### config.mk
export PLATFORM = sky130hd
export DESIGN_NAME = seq_adder
export DESIGN_NICKNAME = d
export VERILOG_FILES = /design/src/rtl/seq_adder.sv
export SDC_FILE = /design/constraint.sdc
export NUM_CORES = 1
export LEC_CHECK = 0
export CORE_AREA = 2 2 61 63
export DETAILED_ROUTE_END_ITERATION = 10
export DIE_AREA = 0 0 63 65
export GPL_ROUTABILITY_DRIVEN = 0
export PLACE_DENSITY = 0.76
export SYNTH_ARGS = -nofsm -noshare
export SYNTH_HDL_FRONTEND = slang
export SYNTH_SLANG_ARGS = --single-unit
export TNS_END_PERCENT = 1
### constraint.sdc
create_clock -name clk -period 2.3 [get_ports clk]
set_input_delay 0.46 -clock clk [delete_from_list [all_inputs] [get_ports clk]]
set_output_delay 0.46 -clock clk [all_outputs]
set_load 0.05 [all_outputs]
### src/rtl/seq_adder.sv
// seq_adder: chunked adder summing CHUNK bits per cycle; optional subtract when SEQ_ADDER_SUB_EN is defined.
// Latency: done pulses N = WIDTH/CHUNK cycles after the edge that accepts start; s/cout/ovf update on that edge.
// Backpressure: start is ignored while busy; a start in the done cycle is accepted with no idle gap.
module seq_adder #(
  parameter int WIDTH = 8,
  parameter int CHUNK = 2
) (
  input  logic             clk,
  input  logic             rst_n,
  input  logic             start,
  input  logic [WIDTH-1:0] a,
  input  logic [WIDTH-1:0] b,
  input  logic             cin,
`ifdef SEQ_ADDER_SUB_EN
  input  logic             sub,
`endif
  output logic             busy,
  output logic             done,
  output logic [WIDTH-1:0] s,
  output logic             cout,
  output logic             ovf
);

  localparam int N  = WIDTH / CHUNK;
  localparam int CW = (N > 1) ? $clog2(N) : 1;
  localparam logic [CW-1:0] LAST = CW'(N - 1);

  typedef enum logic [1:0] {IDLE, RUN, DONE} state_t;

  state_t           state_q, state_d;
  logic [WIDTH-1:0] a_q, a_d;
  logic [WIDTH-1:0] b_q, b_d;
  logic [WIDTH-1:0] res_q, res_d;
  logic [WIDTH-1:0] s_q, s_d;
  logic [CW-1:0]    cnt_q, cnt_d;
  logic             carry_q, carry_d;
  logic             busy_q, busy_d;
  logic             done_q, done_d;
  logic             cout_q, cout_d;
  logic             ovf_q, ovf_d;

  logic [WIDTH-1:0] b_in;
  logic             c_in;
  logic [CHUNK:0]   chunk_sum;
  logic             carry_msb;

  // Operand B and the initial carry as loaded on an accepted start (inverted B and carry 1 for subtract).
  always_comb begin
    b_in = b;
    c_in = cin;
`ifdef SEQ_ADDER_SUB_EN
    if (sub) begin
      b_in = ~b;
      c_in = 1'b1;
    end
`endif
  end

  // One chunk of the sum; the carry into the chunk's top bit is recovered as s^a^b at that bit.
  always_comb begin
    chunk_sum = {1'b0, a_q[CHUNK-1:0]} + {1'b0, b_q[CHUNK-1:0]} + {{CHUNK{1'b0}}, carry_q};
    carry_msb = chunk_sum[CHUNK-1] ^ a_q[CHUNK-1] ^ b_q[CHUNK-1];
  end

  // Next-state: IDLE/DONE accept start, RUN consumes one chunk per edge and publishes on the last one.
  always_comb begin
    state_d = state_q;
    a_d     = a_q;
    b_d     = b_q;
    res_d   = res_q;
    s_d     = s_q;
    cnt_d   = cnt_q;
    carry_d = carry_q;
    busy_d  = busy_q;
    done_d  = 1'b0;
    cout_d  = cout_q;
    ovf_d   = ovf_q;
    case (state_q)
      RUN: begin
        a_d     = a_q >> CHUNK;
        b_d     = b_q >> CHUNK;
        carry_d = chunk_sum[CHUNK];
        cnt_d   = cnt_q + CW'(1);
        res_d   = WIDTH'({chunk_sum[CHUNK-1:0], res_q} >> CHUNK);
        if (cnt_q == LAST) begin
          state_d = DONE;
          busy_d  = 1'b0;
          done_d  = 1'b1;
          cnt_d   = '0;
          s_d     = res_d;
          cout_d  = chunk_sum[CHUNK];
          ovf_d   = carry_msb ^ chunk_sum[CHUNK];
        end
      end
      default: begin
        if (start) begin
          state_d = RUN;
          busy_d  = 1'b1;
          a_d     = a;
          b_d     = b_in;
          carry_d = c_in;
          cnt_d   = '0;
        end else begin
          state_d = IDLE;
        end
      end
    endcase
  end

  // All state, including the registered outputs, with asynchronous clear.
  always_ff @(posedge clk or negedge rst_n) begin
    if (!rst_n) begin
      state_q <= IDLE;
      a_q     <= '0;
      b_q     <= '0;
      res_q   <= '0;
      s_q     <= '0;
      cnt_q   <= '0;
      carry_q <= 1'b0;
      busy_q  <= 1'b0;
      done_q  <= 1'b0;
      cout_q  <= 1'b0;
      ovf_q   <= 1'b0;
    end else begin
      state_q <= state_d;
      a_q     <= a_d;
      b_q     <= b_d;
      res_q   <= res_d;
      s_q     <= s_d;
      cnt_q   <= cnt_d;
      carry_q <= carry_d;
      busy_q  <= busy_d;
      done_q  <= done_d;
      cout_q  <= cout_d;
      ovf_q   <= ovf_d;
    end
  end

  assign busy = busy_q;
  assign done = done_q;
  assign s    = s_q;
  assign cout = cout_q;
  assign ovf  = ovf_q;

endmodule

==> flow_summary.yaml, run 1 <==
run_status:
  status: "completed"
die:
  core_area_um2: 3496
  die_w_um: 63
  rows: 22
  start_util_pct: 47.64
  die_h_um: 65
  num_io_pins: 32
  die-area_um2: 4095
synthesis:
  synth_area_per_cell_um2: 11.18
  yosysWarningCount: 0
  syn_inst: 149
  synth.distinct_cells: 21
  syn-cell-area_um2: 1665
  ys_seq_elements: 39
  ys_seq_area_share_pct: 58.60
  synthesis.nets: 172
  synth_top_area_share_pct: 58.60
  yosysTopAreaCell: "dfrtp_1"
  synthTopCellsByArea: "dfrtp_1, mux2i_1, nand2_1"
layout:
  final_layout_size_suffix_gt1_share_pct: 9.890
  nets: 204
  most-common-layout-cells: "dfrtp_1, nand2_1, clkdlybuf4s50_1"
  final_common_cell: "dfrtp_1"
  n_fill_cell: 318
  multi_input_area_um2: 613.1
  synthToLayoutAreaGrowth_pct: 23.97
  finalInstanceArea_um2: 2064
  regArea_um2: 975.9
  antenna_cells: 0
timing:
  finalCritPeriodShare_pct: 85.85
  worstMarginPinSlew_ns: 0.8265
  min_period_ns: 1.975
  finalSetupViolCount: 0
  relSlewSlack_pct: 44.90
  finalSetupTns_ns: 0
  fmax_ghz: 0.5064
  fin_ws_ns: 0.3254
  finalMaxSlewViolations: 0
  hold_violations: 0
  finalClockSkew_ns: 0.005633
  rsz0062_at_grt: "no"
  holdWs_ns: 0.2013
power:
  p_seq_share_pct: 39.7
  power.switching_mw: 1.170
  power_per_cell_area_nw_per_um2: 1375
  p_comb_share_pct: 46.6
  p_sw_share_pct: 41.23
  cell_internal_pwr_mw: 1.669
  p_clk_share_pct: 13.7
  max-vdd-ir-drop_uv: 492.4
  finalPower_mw: 2.839
  p_leak_nw: 0.9858
clock_tree:
  cts_setup_buffers: 0
  cts_tree: "done"
  root_buffer: "clkbuf_4"
  worstSkewPairLatency_ns: 0.34
  hold_buffers: 0
  clk_pin_slew_ns: 0.11
  cts.repair.resized: 0
  cts_buffers: 5
  h-tree-depth: 2
  cts.sinks: 39
  cts.path.max_buffers: 2
route:
  viasPerCell: 4.961
  drt_iter0_markers: 30
  dr.pass1.iters: 2
  drc: 0
  wl_um: 2727
  wl_per_cell_um: 11.86
  ant_nets: 0
  route.vias.total: 1141
setup_path:
  crit_required_ns: 1.84
  slowest_delay_ns: 0.81
  crit_path_start_kind: "flop"
  critical_path_buf_inv_count: 1
  arrival_ns: 1.51
  cp_max_fo: 2
  cp-end-kind: "primary output"
  path_cells: "clkdlybuf4s50_1"
  slowest_stage: "clkdlybuf4s50_1"
  crit_family: "buffers and inverters"
  crit_type: "reg -> out"
global_route:
  track_usage_pct: 15.76
  grt_max_degree: 40
  grt_pass1_vias: 1166
  grt_pass1_wl_um: 4954
  grt.overflow.total: 0
  antenna_found_initial: 0
run:
  drv_cap: 0
place:
  place_hpwl_um: 1977
  place_area_um2: 1996
  pre_cts_ws_ns: 0.3777
  io_buffers: 31
hold_path:
  hold_class: "in -> async"
power by group through the flow:
stage | logic (mW) | clock network, mW | registers (mW)
finish | 1.32 | 0.390 | 1.13
global route | 1.48 | 0.433 | 1.17
CTS | 1.35 | 0.400 | 1.13
detailed placement | 1.35 | 0 | 1.15
global placement | 1.30 | 0 | 1.13
floorplan | 0.712 | 0 | 1.43
cell type report:
type	count	area share (%)
sequential	39	47.27
clock buffer	8	3.333
timing repair buffer	33	15.52
multi-input combinational	95	29.70
tap	48	2.909
inverter	7	1.273
sequential cells by signal, indices dropped and copies added, names as in the netlist:
signal	cells
a_q	8
b_q	8
busy	1
carry_q	1
cnt_q	2
cout	1
done	1
ovf	1
res_q	6
s	8
state_q	2
Yosys cell counts:
library cell	instances
buf_2	3
o211a_1	1
inv_1	7
a21oi_1	2
nor3_1	1
dfrtp_1	39
a21o_1	1
nand3b_2	1
nor2b_1	1
buf_4	5
ha_1	1
nand2_1	33
mux2i_1	16
nand2b_1	1
fa_1	2
nand3b_1	1
o21ai_0	6
xnor2_1	3
mux2_2	6
o21ai_1	12
nor2_1	7
per-stage QoR:
step | cells | util (%)
after detailed placement | 222 | 57.09
after floorplan | 149 | -
after global placement | 222 | 57.09
after CTS | 230 | 59.06
final | 230 | 59.06
after global routing | 230 | 59.06
path summary, 6_finish.rpt:
check | start | end | slack [ns] | cells past startpoint
hold / removal | rst_n | s[1] | 0.20 | 1
setup / recovery | ovf | ovf | 0.33 | 1
max in group asynchronous | rst_n | a_q[1] | 1.58 | 1
setup reg to reg | a_q[0] | ovf | 0.38 | 6
hold reg to reg | res_q[6] | res_q[4] | 0.50 | 2
min in group clk | res_q[6] | res_q[4] | 0.50 | 2
metal layers:
metal / GRT usage [%] / routed length (um)
met2: 28.72 / 1366
met1: 16.48 / 1121
met3: 5.903 / 194
met5: 0 / 0
met4: 5.833 / 45
cells by family after synthesis:
logic type,synth area share (%)
flops,58.60
simple gates,11.20
buf+inv,4.734
compound gates,7.063
fa+ha+maj,3.155
xor+xnor,1.578
mux,13.67
Power figures use the tool's default switching activity.
==> run 2: changes to the inputs <==
==> constraint.sdc (replaced) <==
create_clock -name clk -period 2.3 [get_ports clk]
set_input_delay 0.345 -clock clk [delete_from_list [all_inputs] [get_ports clk]]
set_output_delay 0.345 -clock clk [all_outputs]
set_load 0.05 [all_outputs]
==> run 2 against run 1 <==
  * Cell count unchanged
  * Sequential share of layout area is the same
  * Clock skew shrank 0.0034 ns
  * Combinational power is essentially flat
  * Via count is 3.4% lower
  * Highest routed layer unchanged
  * Largest power group unchanged
==> flow_summary.yaml, run 2 (synthesized netlist as in run 1, its figures left out) <==
global_route:
  top_usage_layer: "met2"
  use_met3_pct: 6.597
  grtUsageMet2_pct: 25.93
  grt.overflow.total: 0
  grt_pass1_vias: 1090
  use_met1_pct: 17.08
  track_usage_pct: 15.09
  grt_pass1_wl_um: 4774
  antenna_found_initial: 0
  grt_max_degree: 40
run:
  drv_cap: 0
clock_tree:
  cts.repair.resized: 0
  cts_buffers: 5
  cts.sinks: 39
  cts_setup_buffers: 0
  worstSkewPairLatency_ns: 0.34
  hold_buffers: 0
  h-tree-depth: 2
  cts.path.max_buffers: 2
  clk_pin_slew_ns: 0.11
  cts_tree: "done"
  root_buffer: "clkbuf_4"
run_status:
  status: "completed"
setup_path:
  rr_endpoint: "ovf"
  slowest_delay_ns: 0.49
  cp_max_fo: 3
  crit_family: "adder cells"
  critical_path_buf_inv_count: 1
  reg2regPathDepth: 6
  crit_type: "reg -> reg"
  crit_path_start_kind: "flop"
  cp-end-kind: "flop"
  crit_required_ns: 2.52
  slowest_stage: "fa_1"
  path_cells: "inv_1 -> fa_1 -> fa_1 -> xnor2_1 -> xnor2_1 -> o21ai_1"
  reg2reg_from: "a_q[0]"
  ff2ff_setup_slack_ns: 0.43
  arrival_ns: 2.10
die:
  die_h_um: 65
  num_io_pins: 32
  die-area_um2: 4095
  start_util_pct: 47.64
  core_area_um2: 3496
  rows: 22
  die_w_um: 63
layout:
  multi_input_area_um2: 613.1
  n_fill_cell: 347
  regArea_um2: 975.9
  final_layout_size_suffix_gt1_share_pct: 9.890
  antenna_cells: 0
  instances_no_fill: 230
  final_common_cell: "dfrtp_1"
  synthToLayoutAreaGrowth_pct: 23.97
  nets: 204
  most-common-layout-cells: "dfrtp_1, nand2_1, clkdlybuf4s50_1"
timing:
  hold_violations: 0
  min_period_ns: 1.874
  finalSetupTns_ns: 0
  relSlewSlack_pct: 44.71
  fin_ws_ns: 0.4258
  finalCritPeriodShare_pct: 81.49
  finalClockSkew_ns: 0.002265
  fmax_ghz: 0.5336
  finalSetupViolCount: 0
  finalMaxSlewViolations: 0
  worstMarginPinSlew_ns: 0.8293
  rsz0062_at_grt: "no"
power:
  max-vdd-ir-drop_uv: 504.3
  finalPower_mw: 2.827
  p_leak_nw: 0.9858
  power_per_cell_area_nw_per_um2: 1369
route:
  ant_nets: 0
  wl_per_cell_um: 11.67
  drt_iter0_markers: 35
  dr.pass1.iters: 4
  route.vias.total: 1102
  drc: 0
  wl_um: 2685
  viasPerCell: 4.791
place:
  pre_cts_ws_ns: 0.4227
  io_buffers: 31
  dp.cells: 222
  place_hpwl_um: 1911
hold_path:
  hold_class: "in -> async"
-- run 2: how the worst max path moves through the flow --
stage,depth (start not counted),end,start
finish,6,ovf,a_q[0]
global route,6,ovf,a_q[0]
CTS,6,ovf,a_q[0]
detailed placement,6,ovf,a_q[0]
global placement,6,ovf,a_q[0]
floorplan,6,ovf,a_q[0]
-- run 2: power breakdown --
part / switching, mW / internal (mW)
Sequential: 0.152 / 0.973
Combinational: 0.795 / 0.517
Clock: 0.210 / 0.180
Total: 1.16 / 1.67
-- run 2: per-stage QoR --
| stage | hold slack [ns] | util [%] | cell area (um2) |
|---|---|---|---|
| global placement | 0.4564 | 57.09 | 1996 |
| detailed placement | 0.4720 | 57.09 | 1996 |
| floorplan | 0.04941 | - | 1665 |
| global route | 0.1569 | 59.06 | 2064 |
| CTS | 0.1121 | 59.06 | 2064 |
| finish | 0.09014 | 59.06 | 2064 |
-- run 2: layout make-up --
type	instances	area share, %
flip-flops and latches	39	47.27
repair buffers	33	15.52
inverters	7	1.273
multi-input cells	95	29.70
well taps	48	2.909
clock buffers	8	3.333
-- run 2: routing by layer --
| layer | vias up | part of all wire, % |
|---|---|---|
| met5 | - | 0 |
| met3 | 2 | 7.6 |
| met4 | 0 | 0.89 |
| li1 | 551 | - |
| met2 | 29 | 48 |
| met1 | 520 | 43 |
